**config.mk**
```make
export PLATFORM = sky130hd
export DESIGN_NAME = regfile_scoreboard_flat
export DESIGN_NICKNAME = d
export VERILOG_FILES = /design/src/rtl/regfile_pkg.sv /design/src/rtl/regfile_scoreboard_if.sv /design/src/rtl/regfile_entry.sv /design/src/rtl/regfile_scoreboard.sv /design/src/flat_wrapper.sv
export SDC_FILE = /design/constraint.sdc
export NUM_CORES = 2
export LEC_CHECK = 0
export BUFFER_PORTS_ARGS = -buffer_cell sky130_fd_sc_hd__buf_2
export CORE_ASPECT_RATIO = 0.7
export CORE_MARGIN = 2
export CORE_UTILIZATION = 55
export CTS_BUF_LIST = sky130_fd_sc_hd__clkbuf_16
export CTS_CLUSTER_DIAMETER = 120
export DETAILED_ROUTE_END_ITERATION = 8
export PLACE_DENSITY = 0.7
export SKIP_LAST_GASP = 1
export SLEW_MARGIN = 20
export SYNTH_ARGS = -nofsm -noshare
export SYNTH_HDL_FRONTEND = slang
export SYNTH_SLANG_ARGS = --single-unit
```
**constraint.sdc**
```tcl
create_clock -name clk -period 110.9 [get_ports clk]
set_input_delay 11.09 -clock clk [delete_from_list [all_inputs] [get_ports clk]]
set_output_delay 11.09 -clock clk [all_outputs]
set_load 0.01 [all_outputs]
```
**src/rtl/regfile_pkg.sv**
```systemverilog
`default_nettype none
// ============================================================================
// Module      : regfile_pkg
// Description : Shared constants and pending-count delta encoding for the
//               scoreboarded register file.
// Revision    : 1.0 - initial release
// ============================================================================
package regfile_pkg;

    localparam int DEFAULT_DATA_WIDTH = 64;
    localparam int DEFAULT_ADDR_WIDTH = 5;
    localparam int DEFAULT_NUM_READ   = 2;
    localparam int MAX_NUM_READ       = 4;

    // Net change applied to the pending counter in one cycle.
    typedef enum logic [1:0] {
        DELTA_NONE = 2'b00,
        DELTA_INC  = 2'b01,
        DELTA_DEC  = 2'b10
    } pend_delta_e;

    // Increment and decrement in the same cycle cancel (they touch different registers).
    function automatic pend_delta_e pend_delta(input logic inc, input logic dec);
        pend_delta_e d;
        d = DELTA_NONE;
        if (inc && !dec) begin
            d = DELTA_INC;
        end else if (dec && !inc) begin
            d = DELTA_DEC;
        end
        return d;
    endfunction

endpackage
`default_nettype wire

```
**src/rtl/regfile_scoreboard_if.sv**
```systemverilog
`default_nettype none
// ============================================================================
// Module      : regfile_scoreboard_if
// Description : Read, write and scoreboard bus of the register file.
// Revision    : 1.0 - initial release
// ============================================================================
interface regfile_scoreboard_if #(
    parameter int DATA_WIDTH = regfile_pkg::DEFAULT_DATA_WIDTH,
    parameter int ADDR_WIDTH = regfile_pkg::DEFAULT_ADDR_WIDTH,
    parameter int NUM_READ   = regfile_pkg::DEFAULT_NUM_READ
);
    logic [NUM_READ-1:0][ADDR_WIDTH-1:0] ReadRegister;
    logic [NUM_READ-1:0][DATA_WIDTH-1:0] ReadData;
    logic [NUM_READ-1:0]                 ReadBusy;
    logic [ADDR_WIDTH-1:0]               WriteRegister;
    logic [DATA_WIDTH-1:0]               WriteData;
    logic                                RegWrite;
    logic [ADDR_WIDTH-1:0]               IssueRegister;
    logic                                IssueValid;
    logic                                Flush;
    logic [ADDR_WIDTH:0]                 PendingCount;

    // Decode/writeback side.
    modport master (
        output ReadRegister, WriteRegister, WriteData, RegWrite,
               IssueRegister, IssueValid, Flush,
        input  ReadData, ReadBusy, PendingCount
    );

    // Register file side.
    modport slave (
        input  ReadRegister, WriteRegister, WriteData, RegWrite,
               IssueRegister, IssueValid, Flush,
        output ReadData, ReadBusy, PendingCount
    );
endinterface
`default_nettype wire

```
**src/rtl/regfile_entry.sv**
```systemverilog
`default_nettype none
// ============================================================================
// Module      : regfile_entry
// Description : One architectural register with its pending-write busy bit.
// Revision    : 1.0 - initial release
// ============================================================================
module regfile_entry #(
    parameter int DATA_WIDTH = regfile_pkg::DEFAULT_DATA_WIDTH
) (
    input  logic                  clk,
    input  logic                  reset,
    input  logic                  we_i,
    input  logic [DATA_WIDTH-1:0] wdata_i,
    input  logic                  set_i,
    input  logic                  clr_i,
    input  logic                  flush_i,
    output logic [DATA_WIDTH-1:0] data_o,
    output logic                  busy_o
);
    logic [DATA_WIDTH-1:0] data_q;
    logic                  busy_q;
    logic                  busy_d;

    // Flush beats everything; a new issue beats the retiring write.
    always_comb begin
        busy_d = busy_q;
        if (flush_i) begin
            busy_d = 1'b0;
        end else if (set_i) begin
            busy_d = 1'b1;
        end else if (clr_i) begin
            busy_d = 1'b0;
        end
    end

    // Storage and busy bit, both cleared asynchronously.
    always_ff @(posedge clk or posedge reset) begin
        if (reset) begin
            data_q <= '0;
            busy_q <= 1'b0;
        end else begin
            if (we_i) begin
                data_q <= wdata_i;
            end
            busy_q <= busy_d;
        end
    end

    assign data_o = data_q;
    assign busy_o = busy_q;
endmodule
`default_nettype wire

```
**src/rtl/regfile_scoreboard.sv**
```systemverilog
`default_nettype none
// ============================================================================
// Module      : regfile_scoreboard
// Description : Multi-read-port register file with write-through bypass,
//               hardwired zero register and pending-write scoreboard.
// Revision    : 1.0 - initial release
// ============================================================================
module regfile_scoreboard
    import regfile_pkg::*;
#(
    parameter int DATA_WIDTH = DEFAULT_DATA_WIDTH,
    parameter int ADDR_WIDTH = DEFAULT_ADDR_WIDTH,
    parameter int NUM_READ   = DEFAULT_NUM_READ,
    parameter int ZERO_REG   = (2**ADDR_WIDTH) - 1,
    parameter int BYPASS     = 1
) (
    input  logic                 clk,
    input  logic                 reset,
    regfile_scoreboard_if.slave  bus
);
    localparam int                    DEPTH     = 2**ADDR_WIDTH;
    localparam logic [ADDR_WIDTH-1:0] ZERO_ADDR = ADDR_WIDTH'(ZERO_REG);

    logic [DATA_WIDTH-1:0] w_entry_data [DEPTH];
    logic [DEPTH-1:0]      w_busy;
    logic                  w_set_valid;
    logic                  w_write_valid;
    logic                  w_inc;
    logic                  w_dec;
    pend_delta_e           w_delta;
    logic [ADDR_WIDTH:0]   pending_q;
    logic [ADDR_WIDTH:0]   pending_d;

    // The zero register is excluded from both writes and issues.
    assign w_set_valid   = bus.IssueValid && (bus.IssueRegister != ZERO_ADDR);
    assign w_write_valid = bus.RegWrite   && (bus.WriteRegister != ZERO_ADDR);

    generate
        for (genvar i = 0; i < DEPTH; i++) begin : g_entry
            if (i == ZERO_REG) begin : g_zero
                assign w_entry_data[i] = '0;
                assign w_busy[i]       = 1'b0;
            end else begin : g_reg
                regfile_entry #(
                    .DATA_WIDTH (DATA_WIDTH)
                ) u_entry (
                    .clk     (clk),
                    .reset   (reset),
                    .we_i    (w_write_valid && (bus.WriteRegister == ADDR_WIDTH'(i))),
                    .wdata_i (bus.WriteData),
                    .set_i   (w_set_valid && (bus.IssueRegister == ADDR_WIDTH'(i))),
                    .clr_i   (w_write_valid && (bus.WriteRegister == ADDR_WIDTH'(i))),
                    .flush_i (bus.Flush),
                    .data_o  (w_entry_data[i]),
                    .busy_o  (w_busy[i])
                );
            end
        end

        // Read muxes; a matching same-cycle write is forwarded and its busy bit hidden.
        for (genvar k = 0; k < NUM_READ; k++) begin : g_read
            logic [ADDR_WIDTH-1:0] w_addr;
            logic                  w_hit;
            assign w_addr = bus.ReadRegister[k];
            assign w_hit  = (BYPASS != 0) && !reset && w_write_valid &&
                            (bus.WriteRegister == w_addr);
            assign bus.ReadData[k] = w_hit ? bus.WriteData : w_entry_data[w_addr];
            assign bus.ReadBusy[k] = w_hit ? 1'b0 : w_busy[w_addr];
        end
    endgenerate

    // Incremental pending count tracking the busy-bit population.
    always_comb begin
        w_inc     = w_set_valid && !w_busy[bus.IssueRegister];
        w_dec     = w_write_valid && w_busy[bus.WriteRegister] &&
                    !(w_set_valid && (bus.IssueRegister == bus.WriteRegister));
        w_delta   = pend_delta(w_inc, w_dec);
        pending_d = pending_q;
        if (bus.Flush) begin
            pending_d = '0;
        end else begin
            case (w_delta)
                DELTA_INC: pending_d = pending_q + (ADDR_WIDTH+1)'(1);
                DELTA_DEC: pending_d = pending_q - (ADDR_WIDTH+1)'(1);
                default:   pending_d = pending_q;
            endcase
        end
    end

    // Pending count register, updated on the same edge as the busy bits.
    always_ff @(posedge clk or posedge reset) begin
        if (reset) begin
            pending_q <= '0;
        end else begin
            pending_q <= pending_d;
        end
    end

    assign bus.PendingCount = pending_q;
endmodule
`default_nettype wire
```
**src/flat_wrapper.sv**
```systemverilog
// flat-port wrapper written by rule: the top's interface ports become plain ports
module regfile_scoreboard_flat import regfile_pkg::*;
#(
    parameter int DATA_WIDTH = DEFAULT_DATA_WIDTH,
    parameter int ADDR_WIDTH = DEFAULT_ADDR_WIDTH,
    parameter int NUM_READ   = DEFAULT_NUM_READ,
    parameter int ZERO_REG   = (2**ADDR_WIDTH) - 1,
    parameter int BYPASS     = 1
)
  (clk, reset, bus_ReadRegister, bus_WriteRegister, bus_WriteData, bus_RegWrite, bus_IssueRegister, bus_IssueValid, bus_Flush, bus_ReadData, bus_ReadBusy, bus_PendingCount);
  regfile_scoreboard_if #(.DATA_WIDTH(DATA_WIDTH), .ADDR_WIDTH(ADDR_WIDTH), .NUM_READ(NUM_READ)) bus_i ();
  input  logic clk;
  input  logic reset;
  input wire logic [$bits(bus_i.ReadRegister)-1:0] bus_ReadRegister;
  input wire logic [$bits(bus_i.WriteRegister)-1:0] bus_WriteRegister;
  input wire logic [$bits(bus_i.WriteData)-1:0] bus_WriteData;
  input wire logic [$bits(bus_i.RegWrite)-1:0] bus_RegWrite;
  input wire logic [$bits(bus_i.IssueRegister)-1:0] bus_IssueRegister;
  input wire logic [$bits(bus_i.IssueValid)-1:0] bus_IssueValid;
  input wire logic [$bits(bus_i.Flush)-1:0] bus_Flush;
  output wire logic [$bits(bus_i.ReadData)-1:0] bus_ReadData;
  output wire logic [$bits(bus_i.ReadBusy)-1:0] bus_ReadBusy;
  output wire logic [$bits(bus_i.PendingCount)-1:0] bus_PendingCount;
  assign bus_i.ReadRegister = bus_ReadRegister;
  assign bus_i.WriteRegister = bus_WriteRegister;
  assign bus_i.WriteData = bus_WriteData;
  assign bus_i.RegWrite = bus_RegWrite;
  assign bus_i.IssueRegister = bus_IssueRegister;
  assign bus_i.IssueValid = bus_IssueValid;
  assign bus_i.Flush = bus_Flush;
  assign bus_ReadData = bus_i.ReadData;
  assign bus_ReadBusy = bus_i.ReadBusy;
  assign bus_PendingCount = bus_i.PendingCount;
  regfile_scoreboard #(.DATA_WIDTH(DATA_WIDTH), .ADDR_WIDTH(ADDR_WIDTH), .NUM_READ(NUM_READ), .ZERO_REG(ZERO_REG), .BYPASS(BYPASS)) u_core (.clk(clk), .reset(reset), .bus(bus_i));
endmodule
```
; After elaboration in Yosys (flattened, before gate mapping)
; Index checks and enable logic that the tools add are counted.
[op_classes]
n_addsub = 2
n_lt_le_gt_ge = 6
eq_ne = 67
n_mux = 115
bitwise_logic = 2
n_reduce_logical = 112
[ops]
columns = cell, n
row1 = 64-bit binary-select mux with 5-bit select, 2
row2 = 64-bit 2-to-1 mux, 6
row3 = "5-bit == test, second input constant", 30
row4 = 1-bit 2-to-1 mux, 99
row5 = 3-bit nonzero test, 32
row6 = "5-bit by 4-bit == test with 1-bit output, second input constant", 16
row7 = 1-bit logical AND, 73
row8 = "5-bit by 3-bit == test with 1-bit output, second input constant", 8
row9 = "5-bit by 6-bit less-than comparator with 1-bit output, second input constant", 4
row10 = 1-bit binary-select mux with 5-bit select, 4
row11 = "5-bit by 2-bit == test with 1-bit output, second input constant", 4
row12 = 5-bit == test, 3
row13 = "6-bit >= comparator, second input constant", 2
row14 = 5-bit NOT with 6-bit output, 2
row15 = 6-bit one-hot mux with 2 select lines, 1
row16 = "5-bit by 1-bit == test with 1-bit output, second input constant", 2
row17 = 5-bit logical NOT, 2
row18 = "5-bit inequality test, second input constant", 2
row19 = "6-bit by 1-bit adder with 6-bit output, second input constant", 1
row20 = 6-bit 2-to-1 mux, 1
row21 = "6-bit by 1-bit subtractor with 6-bit output, second input constant", 1
row22 = 1-bit logical NOT, 5
row23 = 2-bit 2-to-1 mux, 2
row24 = "2-bit by 1-bit == test with 1-bit output, second input constant", 1
row25 = "2-bit == test, second input constant", 1
[word_totals]
regBits = 2021
output_inout_bits = 136
word_cells = 367

; Logic depth before layout (Yosys ltp)
[depth]
depth_word = 11
depth_mapped = 14
depth_no_buf = 12

; Cells and area by module
; Synthesis repeated with hierarchy kept, for this count alone.
[hier_totals]
hier_cells = 6887
hier_area_um2 = 118939.1
[modules_own_cells]
columns = mod, n_inst, cells_per_inst, area_each_um2
row1 = regfile_entry, 31, 140, 2722.6
row2 = regfile_scoreboard, 1, 2547, 34538.1

; Worst setup path after synthesis
; OpenSTA, ideal clock, no wires.
[synth_timing]
path_kind = input -> output
start = input port reset
end = output port bus_ReadData[53]
arrival_time_ps = 56063
required_time_ps = 99810
setup_slack_ps = 43747
path_stages = 6
path_cell_list = inv_1 > nand2_1 > or4_1 > clkbuf_1 > clkbuf_1 > a21oi_1
[synth_via]
elab_chain_len = 4
[synth_lines]
columns = item, line
row1 = from (decl), flat_wrapper.sv:13  ; input logic reset;
row2 = 1-bit logical NOT (no source line), n/a
row3 = 1-bit logical AND (2 in series), regfile_scoreboard.sv:65  ; assign w_hit = (BYPASS != 0) && !reset && w_write_valid &&
row4 = 64-bit 2-to-1 mux, regfile_scoreboard.sv:67  ; assign bus.ReadData[k] = w_hit ? bus.WriteData : w_entry_data[w_addr];
row5 = to (decl), flat_wrapper.sv:21  ; output wire logic [$bits(bus_i.ReadData)-1:0] bus_ReadData;
; No other way between the ends.

; Worst setup path in the final report
[layout_timing]
start = input port bus_ReadRegister[1]
end = output port bus_ReadData[9]
[layout_via]
elab_chain_len = 5
word_cells_on_any_way = 7
classes_between = 1 x eq/ne / 4 x mux / 1 x bitwise / 1 x reduce/logical
[layout_lines]
columns = item, line
row1 = from (decl), flat_wrapper.sv:14  ; input wire logic [$bits(bus_i.ReadRegister)-1:0] bus_ReadRegister;
row2 = 5-bit NOT with 6-bit output (not written as such), regfile_scoreboard.sv:67
row3 = 64-bit binary-select mux with 5-bit select, regfile_scoreboard.sv:67
row4 = 64-bit 2-to-1 mux (not written as such) (2 in series), regfile_scoreboard.sv:67
row5 = 64-bit 2-to-1 mux (*), regfile_scoreboard.sv:67
; Mark *: on every way between the ends. The rest lies on a longest branch, timed or not. The select of a mux whose other input is x is not followed.

==> impl_metrics.toml <==
[detailed_routing]
finalWirelength_um = 327000
drc = 0
wl_per_cell_um = 34.0
via_per_inst = 7.05
drtIter0Drc = 7432
ant_nets = 0
drt-pass1-iter-count = 9
vias = 68000

[yosys]
async_flop_share_pct = 100
netlist.area_leader.share_pct = 46.3
synth_flop_cell = "dfrtp_1"
avgSynthCellArea_um2 = 15.5
synthTopCellsByArea = "dfrtp_1, mux4_2, mux2_2, mux2_1, mux2i_1"
synth_area_um2 = 109000
synthCells = 7070
ys_ff_latch = 2021
ys_warn_count = 0
synth_edf_count = 0
synth_fp_nets = 7164
synth.largest_area_cell = "dfrtp_1"
yosysSeqAreaShare_pct = 46.3
ys_types = 63

[sta]
setup_viol = 0
skew_ps = 8.12
tns_ps = 0
slew-limit-headroom_pct = 18.1
period_needed_ps = 27840
finalCritPeriodShare_pct = 25.1
rsz0062_at_grt = "no"
final_max_slew_viol_count = 0
hold_violations = 0
fmax_ghz = 0.0359
tightest_slew_ps = 1230
hold_ws_ps = 502

[worst_setup_path]
crit_family = "buffers and inverters"
cp_common_cell = "buf_4"
slowest_stage = "buf_4"
rr_worst_depth = 12
endpoint_kind = "output port"
cp_cell_sequence = "buf_8 > buf_4 > buf_4 > buf_4 > buf_4 > mux2i_1 > o22ai_1 > mux4_2 > mux2i_1 > a21oi_1 > buf_2"
path_max_fanout = 64
worst-path-buf-inv = 6
critical_path_arrival_ps = 16750
path_class = "input pin to output port"
crit_cells = 11
startpoint_type = "input pin"
critPathRequiredTime_ps = 99810
critPathMaxStageDelay_ps = 930

[min_path]
min_path_cells = 1
hold_class = "flip-flop to flip-flop"

[die]
start_util_pct = 55.5
core_area_um2 = 197000
die-area_um2 = 202000
pin_count = 225
rows = 136
fp.dieH_um = 377
die_x_um = 537

[clocking]
root_buffer = "clkbuf_16"
cts-hold-fix-buffers = 0
cts.reportedPaths.clkPinSlew_ps = 60
cts_buffers = 204
postCtsResizedCells = 0
clock_latency_ps = 830
cts.sinks = 2021
cts_setup_buffers = 0
cts_max_level = 4
cts_tree = "yes"
clockBufferDepth = 4

[finish]
nets = 6945
syn2layout_area_growth_pct = 8.04
drive_gt1_share_pct = 48.2
fillerInstances = 14700

[grt]
grt_pass1_wl_um = 483000
grt_pass1_vias = 68900
grt_usage_pct = 32.7
antenna_found_initial = 20
grt_overflow = 0
grt_max_degree = 169

[placement]
io_buffers = 224
finalWeightedCongestion = 0.832
dpl.hpwl_um = 178000

[power]
p_leak_nw = 51.7
ir_drop_uv = 15.3
p_per_area_nw_per_um2 = 17.9

[status]
status = "finished clean"

[job]
max_cap_violations = 0
[where the power goes]
group | leakage (nW) | switching, mW | internal [mW]
sequential | 25.8 | 0.104 | 0.881
clock | 3.22 | 0.299 | 0.366
combinational | 22.7 | 0.185 | 0.278
[metal layers]
layer / wire (um) / part of all wire [%] / GRT usage [%]
met1: 135000 / 41 / 47.8
met2: 150000 / 46 / 49.2
met3: 30900 / 9.4 / 7.50
met4: 11100 / 3.4 / 10.3
met5: 77 / 0.024 / 0
[synth_stat cells, drive strengths merged, types with 2 or more instances]
library cell	count
dfrtp	2021
mux2	1924
mux4	1180
clkbuf	442
buf	343
mux2i	272
nand2	237
o21ai	201
nor2	117
a21oi	78
inv	74
o22ai	64
a22oi	20
xnor2	14
nor2b	9
nand2b	7
nor3	7
nand3	6
xor2	5
ha	4
nand4	4
a2111oi	3
and3	3
o2111ai	3
a32oi	2
and2	2
nand3b	2
o221ai	2
o311ai	2
or2	2
[flip-flops by register name, indices dropped and copies added (netlist names)]
register                             flops
u_core.g_entry.g_reg.u_entry.data_o   1984
u_core.g_entry.g_reg.u_entry.busy_o     31
u_core.bus.PendingCount                  6
[cell type report]
cell class	instances	area [um^2]	share of cell area (%)
repair buffers	360	2400	2.03
flip-flops and latches	2021	50600	42.8
multi-input cells	4189	55300	46.8
clock inverters	150	1020	0.866
clock buffers	207	5180	4.39
inverters	75	289	0.245
diodes	9	22.5	0.0191
well taps	2622	3280	2.78
[worst paths after layout]
kind	end	slack (ps)	start
setup / recovery	bus_ReadData[9]	83060	bus_ReadRegister[1]
hold / removal	u_core.g_entry[19].g_reg.u_entry.data_o[39]	500	u_core.g_entry[19].g_reg.u_entry.data_o[39]
setup reg to reg	u_core.bus.PendingCount[5]	107290	u_core.g_entry[30].g_reg.u_entry.busy_o
hold reg to reg	u_core.g_entry[19].g_reg.u_entry.data_o[39]	500	u_core.g_entry[19].g_reg.u_entry.data_o[39]
max in group asynchronous	u_core.g_entry[24].g_reg.u_entry.data_o[47]	96460	reset
min in group asynchronous	u_core.bus.PendingCount[3]	10320	reset
[cell usage in the layout, fill, tap and decap left out, types with 78 or more instances in the layout]
master	synthesis	final
mux2i_1	272	272
mux4_2	1178	1178
o21ai_0	137	137
nor2_1	112	108
buf_2	275	214
nand2_1	237	217
inv_1	73	120
mux2_1	397	397
a21oi_1	78	78
mux2_2	1526	1526
buf_4	2	121
clkbuf_16	0	207
dfrtp_1	2021	2021
[worst register-to-register path: cells and delay by family, from the launching register on]
family	cells	cell delay, ps
adders and majority gates	1	300
muxes	1	170
AOI/OAI and AO/OA	8	1970
DFF	1	450
and+or+nand+nor	2	600
[cell families after synthesis]
logic type / after synthesis / synth area share [%]
buffers and inverters: 860 / 3.34
AOI/OAI and AO/OA: 386 / 1.97
adders and majority gates: 5 / 0.0641
and+or+nand+nor: 403 / 1.51
xor gates and xnor gates: 19 / 0.169
DFF: 2021 / 46.3
muxes: 3376 / 46.7
[metrics by stage]
step,setup WS (ps),utilization (%),area (um^2),power (mW),cells
2_1_floorplan,42710,-,109000,1.33,7070
3_3_place_gp,83120,56.8,112000,1.43,9266
3_5_place_dp,83040,56.8,112000,1.46,9266
4_1_cts,83030,59.9,118000,2.12,9623
5_1_grt,82920,60.0,118000,2.20,9629
6_report,83060,60.0,118000,2.11,9633
Note: power is estimated with default switching activity, not from simulation.
